--- src/rtl/obi_pkg.sv ---
// Minimal OBI bus configuration: only the fields the reliable a_other
// channel width depends on.
package obi_pkg;

  typedef struct packed {
    int unsigned AddrWidth;
    int unsigned DataWidth;
    int unsigned IdWidth;
    int unsigned OptionalWidth;
  } obi_cfg_t;

  localparam obi_cfg_t ObiDefaultConfig = '{
    AddrWidth:     32,
    DataWidth:     32,
    IdWidth:       1,
    OptionalWidth: 0
  };

endpackage

--- src/rtl/relobi_pkg.sv ---
// Shared widths and scheduler state type for the reliable OBI a_other decode path.
// a_other carries we, byte enables, aid and the optional sideband.
package relobi_pkg;

  typedef enum logic {
    SCHED_RUN  = 1'b0,
    SCHED_HALT = 1'b1
  } sched_state_e;

  // Smallest SECDED check width r with 2^(r-1) >= k + r.
  function automatic int unsigned hsiao_parity_width(int unsigned k);
    int unsigned r = 2;
    while ((1 << (r - 1)) < (k + r)) r++;
    return r;
  endfunction

  function automatic int unsigned relobi_a_other_width(obi_pkg::obi_cfg_t cfg);
    return 1 + cfg.DataWidth / 8 + cfg.IdWidth + cfg.OptionalWidth;
  endfunction

  function automatic int unsigned relobi_a_other_ecc_width(obi_pkg::obi_cfg_t cfg);
    return hsiao_parity_width(relobi_a_other_width(cfg));
  endfunction

endpackage

--- src/rtl/hsiao_ecc_dec.sv ---
// Combinational Hsiao SECDED decoder; input word is {check bits, data}.
// err_o[0]: single error corrected, err_o[1]: uncorrectable (data passed through).
module hsiao_ecc_dec
  import relobi_pkg::*;
#(
  parameter  int unsigned DataWidth  = 32,
  localparam int unsigned ProtWidth  = hsiao_parity_width(DataWidth),
  localparam int unsigned TotalWidth = DataWidth + ProtWidth
) (
  input  logic [TotalWidth-1:0] in_i,
  output logic [DataWidth-1:0]  out_o,
  output logic [1:0]            err_o
);

  // Data columns: the odd-weight (>=3) check vectors in ascending numeric order.
  function automatic logic [DataWidth-1:0][ProtWidth-1:0] gen_cols();
    logic [DataWidth-1:0][ProtWidth-1:0] cols;
    int unsigned n;
    int unsigned w;
    cols = '0;
    n    = 0;
    for (int unsigned v = 0; v < (1 << ProtWidth); v++) begin
      w = 0;
      for (int unsigned b = 0; b < ProtWidth; b++) w += (v >> b) & 1;
      if (w >= 3 && w[0] && n < DataWidth) begin
        cols[n] = v[ProtWidth-1:0];
        n++;
      end
    end
    return cols;
  endfunction

  localparam logic [DataWidth-1:0][ProtWidth-1:0] Cols = gen_cols();

  logic [DataWidth-1:0] raw;
  logic [ProtWidth-1:0] syn;

  always_comb begin
    raw = in_i[DataWidth-1:0];
    syn = in_i[TotalWidth-1:DataWidth];
    for (int i = 0; i < DataWidth; i++) begin
      if (raw[i]) syn = syn ^ Cols[i];
    end
    out_o = raw;
    for (int i = 0; i < DataWidth; i++) begin
      if ((^syn) && (syn == Cols[i])) out_o[i] = ~raw[i];
    end
    err_o = {(syn != '0) && !(^syn), ^syn};
  end

endmodule

--- src/rtl/relobi_a_dec_sched.sv ---
// Round-robin scheduler sharing one a_other SECDED decoder among NumReq requesters.
// One-cycle registered output, full throughput; optional halt after an uncorrectable word.
module relobi_a_dec_sched
  import relobi_pkg::*;
#(
  parameter  obi_pkg::obi_cfg_t Cfg           = obi_pkg::ObiDefaultConfig,
  parameter  int unsigned       NumReq        = 2,
  parameter  int unsigned       CntWidth      = 16,
  parameter  bit                StallOnUncorr = 1'b1,
  localparam int unsigned       AW            = relobi_a_other_width(Cfg),
  localparam int unsigned       EW            = relobi_a_other_ecc_width(Cfg),
  localparam int unsigned       SrcW          = (NumReq > 1) ? $clog2(NumReq) : 1
) (
  input  logic                         clk_i,
  input  logic                         rst_i,
  input  logic [NumReq-1:0]            req_valid_i,
  output logic [NumReq-1:0]            req_ready_o,
  input  logic [NumReq-1:0][AW-1:0]    req_data_i,
  input  logic [NumReq-1:0][EW-1:0]    req_ecc_i,
  output logic                         out_valid_o,
  input  logic                         out_ready_i,
  output logic [AW-1:0]                out_data_o,
  output logic [SrcW-1:0]              out_src_o,
  output logic [1:0]                   out_err_o,
  output logic                         halted_o,
  input  logic                         err_ack_i,
  input  logic                         clr_cnt_i,
  output logic [CntWidth-1:0]          corr_cnt_o,
  output logic [CntWidth-1:0]          uncorr_cnt_o
);

  localparam logic [SrcW:0] NumReqW = (SrcW + 1)'(NumReq);

  sched_state_e          state_q, state_d;
  logic                  out_valid_q, out_valid_d;
  logic [AW-1:0]         out_data_q, out_data_d;
  logic [SrcW-1:0]       out_src_q, out_src_d;
  logic [1:0]            out_err_q, out_err_d;
  logic [SrcW-1:0]       rr_ptr_q, rr_ptr_d;
  logic [CntWidth-1:0]   corr_cnt_q, corr_cnt_d;
  logic [CntWidth-1:0]   uncorr_cnt_q, uncorr_cnt_d;

  logic                  accept;
  logic                  found;
  logic                  gnt_vld;
  logic [SrcW-1:0]       gnt_idx;
  logic [SrcW:0]         cand;
  logic [SrcW:0]         nxt;
  logic [AW+EW-1:0]      dec_in;
  logic [AW-1:0]         dec_data;
  logic [1:0]            dec_err;

  always_comb begin
    accept  = !out_valid_q || out_ready_i;
    found   = 1'b0;
    gnt_idx = '0;
    cand    = '0;
    for (int k = 0; k < NumReq; k++) begin
      cand = {1'b0, rr_ptr_q} + (SrcW + 1)'(k);
      if (cand >= NumReqW) cand = cand - NumReqW;
      if (!found && req_valid_i[cand[SrcW-1:0]]) begin
        found   = 1'b1;
        gnt_idx = cand[SrcW-1:0];
      end
    end
    // Reset gating keeps the first grant at least one cycle after release.
    gnt_vld     = found && accept && (state_q == SCHED_RUN) && !rst_i;
    req_ready_o = '0;
    if (gnt_vld) req_ready_o[gnt_idx] = 1'b1;
    dec_in = {req_ecc_i[gnt_idx], req_data_i[gnt_idx]};
  end

  hsiao_ecc_dec #(
    .DataWidth (AW)
  ) i_dec (
    .in_i  (dec_in),
    .out_o (dec_data),
    .err_o (dec_err)
  );

  always_comb begin
    out_valid_d  = out_valid_q;
    out_data_d   = out_data_q;
    out_src_d    = out_src_q;
    out_err_d    = out_err_q;
    corr_cnt_d   = corr_cnt_q;
    uncorr_cnt_d = uncorr_cnt_q;
    state_d      = state_q;

    if (accept) out_valid_d = gnt_vld;
    if (gnt_vld) begin
      out_data_d = dec_data;
      out_src_d  = gnt_idx;
      out_err_d  = dec_err;
    end

    nxt = {1'b0, gnt_idx} + (SrcW + 1)'(1);
    if (nxt == NumReqW) nxt = '0;
    rr_ptr_d = gnt_vld ? nxt[SrcW-1:0] : rr_ptr_q;

    if (clr_cnt_i) begin
      corr_cnt_d   = '0;
      uncorr_cnt_d = '0;
    end else begin
      if (gnt_vld && dec_err[0] && corr_cnt_q != '1)   corr_cnt_d   = corr_cnt_q + CntWidth'(1);
      if (gnt_vld && dec_err[1] && uncorr_cnt_q != '1) uncorr_cnt_d = uncorr_cnt_q + CntWidth'(1);
    end

    unique case (state_q)
      SCHED_RUN:  if (StallOnUncorr && gnt_vld && dec_err[1]) state_d = SCHED_HALT;
      SCHED_HALT: if (err_ack_i) state_d = SCHED_RUN;
    endcase
  end

  always_ff @(posedge clk_i) begin
    if (rst_i) begin
      state_q      <= SCHED_RUN;
      out_valid_q  <= 1'b0;
      out_data_q   <= '0;
      out_src_q    <= '0;
      out_err_q    <= '0;
      rr_ptr_q     <= '0;
      corr_cnt_q   <= '0;
      uncorr_cnt_q <= '0;
    end else begin
      state_q      <= state_d;
      out_valid_q  <= out_valid_d;
      out_data_q   <= out_data_d;
      out_src_q    <= out_src_d;
      out_err_q    <= out_err_d;
      rr_ptr_q     <= rr_ptr_d;
      corr_cnt_q   <= corr_cnt_d;
      uncorr_cnt_q <= uncorr_cnt_d;
    end
  end

  assign out_valid_o  = out_valid_q;
  assign out_data_o   = out_data_q;
  assign out_src_o    = out_src_q;
  assign out_err_o    = out_err_q;
  assign halted_o     = (state_q == SCHED_HALT);
  assign corr_cnt_o   = corr_cnt_q;
  assign uncorr_cnt_o = uncorr_cnt_q;

endmodule

--- config.mk ---
export PLATFORM = sky130hd
export DESIGN_NAME = relobi_a_dec_sched
export DESIGN_NICKNAME = d
export VERILOG_FILES = /design/src/rtl/obi_pkg.sv /design/src/rtl/relobi_pkg.sv /design/src/rtl/hsiao_ecc_dec.sv /design/src/rtl/relobi_a_dec_sched.sv
export SDC_FILE = /design/constraint.sdc
export NUM_CORES = 1
export LEC_CHECK = 0
export BUFFER_PORTS_ARGS = -buffer_cell sky130_fd_sc_hd__buf_2
export CAP_MARGIN = 25
export CORE_MARGIN = 1.5
export CORE_UTILIZATION = 46
export DETAILED_ROUTE_END_ITERATION = 8
export MAX_ROUTING_LAYER = met4
export PLACE_DENSITY = 0.72
export SYNTH_ARGS = -nofsm -noshare
export SYNTH_HDL_FRONTEND = slang
export SYNTH_SLANG_ARGS = --single-unit
--- constraint.sdc ---
create_clock -name clk_i -period 6.8 [get_ports clk_i]
set_clock_uncertainty 0.2 [all_clocks]
set_input_delay 1.7 -clock clk_i [delete_from_list [all_inputs] [get_ports clk_i]]
set_output_delay 1.7 -clock clk_i [all_outputs]
set_load 0.02 [all_outputs]
==> results of run 1 <==
-- critical path, delay by kind of cell --
family                   cells  cell delay, ns
buffers and inverters        2            0.28
AND/OR/NAND/NOR              1            0.55
XOR/XNOR                     3            0.75
adder cells (fa/ha/maj)      1            0.33
multiplexers                 1            0.35
AO/OA/AOI/OAI                3            0.76
-- logic make-up after synthesis --
logic type	count (synthesis)	synth area share, %
AOI/OAI and AO/OA	46	11.5
xor gates and xnor gates	50	20.7
adders and majority gates	3	1.43
buffers and inverters	20	3.33
DFF	44	33.4
muxes	14	6.03
and+or+nand+nor	117	23.5
-- registers in the layout (all words and copies together), names as in the netlist --
signal,flops
out_data_o,6
uncorr_cnt_o,16
out_err_o,2
out_valid_o,1
rr_ptr_q,1
halted_o,1
out_src_o,1
corr_cnt_o,16
-- area by class of cell --
cell class,instances,area [um^2],share of cell area [%]
Tap cell,72,90.1,2.87
Timing Repair Buffer,76,388,12.4
Clock buffer,5,68.8,2.19
Inverter,8,30.0,0.958
Multi-Input combinational cell,230,1670,53.1
Sequential cell,44,881,28.1
Clock inverter,2,12.5,0.399
-- power by group through the flow --
stage / registers [mW] / clock network [mW] / logic, mW
after floorplan: 0.310 / 0 / 0.208
after global placement: 0.291 / 0 / 0.278
after detailed placement: 0.292 / 0 / 0.295
after CTS: 0.286 / 0.165 / 0.296
after global routing: 0.289 / 0.172 / 0.323
final: 0.286 / 0.157 / 0.295
-- worst paths after layout --
kind | start | end | cells after the start
max | req_data_i[6] | uncorr_cnt_o[15] | 11
min | out_err_o[1] | out_err_o[1] | 2
max reg2reg | rr_ptr_q | uncorr_cnt_o[15] | 9
min reg2reg | out_err_o[1] | out_err_o[1] | 2
-- metal layers --
layer	part of all wire, %	track usage [%]
met1	46	24.6
met2	47	34.5
met3	6.4	4.30
met4	0.43	5.36
met5	0	-
-- layout by cell type (no fill, tap or decap), drive strengths merged, types with 8 or more instances in the layout --
cell type and instances:
buf 76, inv 8, xor2 10, dfxtp 44, nand3 12, nor3 14, o21ai 18, nor2 24
mux2i 12, xnor2 34, nand2 17, nand3b 8, or3 10, a21oi 13
==> metrics, run 1 <==
outcome complete, no violations; Synth top area share 33.4%; row count 27; Core Area 5510 um^2; Commonest cells post-synth dfxtp_1 (44), xnor2_1 (31), nor2_1 (24); DRC 0; Post-CTS Resized 0; Mapped Cells 294; synth top area cells dfxtp_1 (33%), xnor2_1 (10%), mux2i_1 (3.8%); CTS root buffer clkbuf_8; Syn-to-layout area delta 19.0%; clock share of power 21.3%; Num CTS Buffers 5; GP Congestion 0.841; 1st-iter DRT viols 167; number of global-route vias before repair 2165; worst-margin pin slew 0.686 ns; Post-DP Area 3050 um^2; max-slew headroom at the worst pin 53.9%; Max Clock Freq 0.212 GHz; type of origin of the critical path input port; crit path DAT 4.74 ns; clock slew at reported path FFs 0.09 ns; IO Port Bufs 73; Final period util 69.2%; placed cells 430; Setup Buffers After CTS 0; Netlist cell types 47; Total GRT Usage 20.4%; Setup TNS 0 ns; Setup violations, final 0; H-tree depth 2; DR vias/cell 5.32; Sequential Power Share 38.8%; switch share 38.0%; most common cell in the netlist dfxtp_1; Final Critical Period 4.71 ns; logic gate share of total power 40.0%; max_cap viols 0; antenna-violating nets left 0; Die X 78.7 um; Hold Path Class flop to flop; DP Worst Slack 1.81 ns; die area 6190 um^2; register bit total from synthesis 44; sequential area share after synthesis 33.4%; nets@finish 397; Initial Util 47.8%; post-layout util 56.9%; final hold violations 0; DR WL/cell 13.3 um; dominant synthesized flop cell dfxtp_1; share of cells above drive strength 1 26.8%; Synthesis Warnings 0; CTS sink cnt 44; average cell area after synthesis 8.96 um^2; Die Y 78.7 um; final instance area 3140 um^2; NetSw 280 uW; worst hold slack 0.276 ns; Final Non-Filler Cells 437; maximum number of pins on one net before global-route repair 28; slowest stage delay, CP 0.55 ns; Lkg Pwr 1.33 nW; total gr overflow 0; maximum vdd drop 0.150 mV; FF-to-FF setup slack 3.27 ns; # fillers 528; CP max stage cell or4_1; Final Max Slew Viols 0; post-synthesis net count 326; Pint 458 uW; Setup Crit Path Kind input port to flop; crit-path cells buf_2, xnor3_2, xnor3_1, mux2i_1, ha_1, inv_1, xnor2_2, a311oi_4, o21ai_2, or4_1, a21oi_1; Post-CTS Hold Buffers 0; total power 738 uW; area leader, netlist dfxtp_1; initial antenna violation count 0; Detailed Route WL 5790 um; CTS tree built; dpl hpwl 4360 um; Cell Area, Synth 2630 um^2; first-pass GRT wire length 9740 um; # diodes 0; RSZ-0062 raised after global routing false; I/O Pins 74; Critical Path RT 6.83 ns; Worst-Skew Late Latency 0.29 ns; drt first pass iters 5; critical path capture point type flop; number of synthesized flops with an enable pin 0; DR vias 2326; power per cell area 235 nW/um^2; Final WS setup 2.09 ns; Longest Clk Path Bufs 2; Max Fanout on Critical Path 14; Async SR Flop Fraction 0%
Power figures use the tool's default switching activity.
==> run 2, diff against run 1 <==
PLACE_DENSITY = 0.75   (was 0.72)
clock period = 3.8 ns   (was 6.8 ns; I/O delays follow)
==> run 2 against run 1 <==
Against the previous run: final area grew 4.5%; clock-buffer cell count unchanged; critical path depth rose by 2; non-clock buffer count rose by 15; clock power increased by 120%; via count up 2.8%; sequential power is 79% higher; total power increased by 100%; die area unchanged; routed wire length increased by 0.69%.
==> metrics, run 2 (synthesis gave the netlist of run 1 again) <==
type of origin of the critical path input port; first-pass GRT wire length 9940 um; Final Critical Period 3.58 ns; Hold EP out_err_o[1]; most frequent cells in the layout buf_2 (73), dfxtp_1 (44), xnor2_1 (31); Die X 78.7 um; Post-CTS Hold Buffers 0; critical path capture point type flop; slowest stage delay, CP 0.42 ns; Largest delay share family, worst path XOR/XNOR gates; 1st-iter DRT viols 136; Initial Util 47.8%; # fillers 501; crit-path cells buf_2, xnor3_1, xnor2_1, mux2_2, inv_1, ha_1, inv_1, xnor2_2, a311oi_4, buf_4, o211ai_1, or3_1, a21oi_1; clock share of power 22.7%; Sequential Power Share 34.4%; total gr overflow 0; IO Port Bufs 73; most common cell after layout, fill and taps aside buf_2; Core Area 5510 um^2; max_cap viols 0; Max Fanout on Critical Path 5; power per cell area 454 nW/um^2; RSZ-0062 raised after global routing false; crit path DAT 3.60 ns; number of global-route vias before repair 2215; dpl hpwl 4520 um; CTS root buffer clkbuf_8; antenna-violating nets left 0; drt first pass iters 4; Die Y 78.7 um; Detailed Route WL 5830 um; maximum number of pins on one net before global-route repair 28; Lkg Pwr 1.42 nW; Hold Path Depth 2; die area 6190 um^2; final hold violations 0; NetSw 516 uW; worst-margin pin slew 0.518 ns; share of cells above drive strength 1 29.6%; Setup Buffers After CTS 0; Setup TNS 0 ns; CP most frequent cell inv_1; Hold Crit Start out_err_o[1]; DR vias 2392; Num CTS Buffers 5; max-slew headroom at the worst pin 65.4%; maximum vdd drop 0.363 mV; Total GRT Usage 20.7%; nets@finish 412; CTS sink cnt 44; CTS tree built; Buffers & Inverters on Critical Path 4; Setup violations, final 0; Post-CTS Resized 0; CP max stage cell xnor3_1; Syn-to-layout area delta 24.5%; Register-to-Register Path Depth 11; logic gate share of total power 42.9%; Final period util 94.3%; GP Congestion 0.850; total power 1.49 mW; Critical Path RT 3.82 ns; Max Clock Freq 0.279 GHz; Longest Clk Path Bufs 2; I/O Pins 74; RR Endpoint uncorr_cnt_o[5]; FF-to-FF setup slack 0.88 ns; Setup Crit Path Kind input port to flop; clock slew at reported path FFs 0.08 ns; H-tree depth 2; DR vias/cell 5.30; row count 27; Hold Path Class flop to flop; DR WL/cell 12.9 um; Crit Reg-Reg Startpoint rr_ptr_q; Final Max Slew Viols 0; outcome complete, no violations; initial antenna violation count 0; Pint 973 uW; Worst-Skew Late Latency 0.29 ns; switch share 34.7%; # diodes 0; DRC 0
-- run 2: changes by cell type in the layout (fill, tap and decap cells not counted) --
cell | previous run | this run
clkinv_2 | 1 | 0
buf_4 | 3 | 17
buf_12 | 0 | 1
bufinv_16 | 0 | 1
clkinvlp_4 | 1 | 0
-- run 2: through the flow --
step           setup slack (ns)  cells  utilization, %  instance area [um^2]  hold WS [ns]
2_1_floorplan            0.0126    294               -                  2630         0.312
3_3_place_gp           -0.00103    445            57.7                  3180         0.264
3_5_place_dp            -0.0938    445            57.7                  3180         0.277
4_1_cts                   0.209    451            59.5                  3280         0.291
5_1_grt                  0.0247    451            59.5                  3280         0.322
6_report                  0.216    451            59.5                  3280         0.284
-- run 2: how the worst max path moves through the flow --
stage	from	end	slack, ns	cells past startpoint
after floorplan	req_data_i[0]	uncorr_cnt_o[15]	0.01	10
after global placement	req_data_i[0]	uncorr_cnt_o[9]	-0.001	12
after detailed placement	req_data_i[6]	uncorr_cnt_o[9]	-0.09	13
after CTS	req_data_i[6]	uncorr_cnt_o[9]	0.21	13
after global routing	req_data_i[6]	uncorr_cnt_o[9]	0.02	12
final	req_data_i[6]	uncorr_cnt_o[5]	0.22	13
-- run 2: area by class of cell --
class,instances,area (um^2),share of cell area [%]
clock inverter,1,30.0,0.916
timing repair buffer,91,513,15.6
inverter,8,30.0,0.916
sequential,44,881,26.9
tap,72,90.1,2.75
clock buffer,5,68.8,2.10
multi-input combinational,230,1670,50.8
-- run 2: tightest hold or removal path, delay by kind of cell (launching register included) --
kind	cells	cell delay, ns
simple gates	1	0.06
flops	1	0.32
compound gates	1	0.06
-- run 2: power by group through the flow --
stage,clock network (mW),logic [mW],registers [mW]
3_3_place_gp,0,0.629,0.521
6_report,0.338,0.639,0.512
3_5_place_dp,0,0.636,0.522
5_1_grt,0.370,0.693,0.516
4_1_cts,0.347,0.639,0.512
2_1_floorplan,0,0.372,0.554
-- run 2: routing by layer --
layer | GRT usage (%) | wire, um
met1 | 26.6 | 2820
met2 | 32.5 | 2590
met3 | 4.77 | 355
met4 | 5.71 | 75
met5 | - | 0
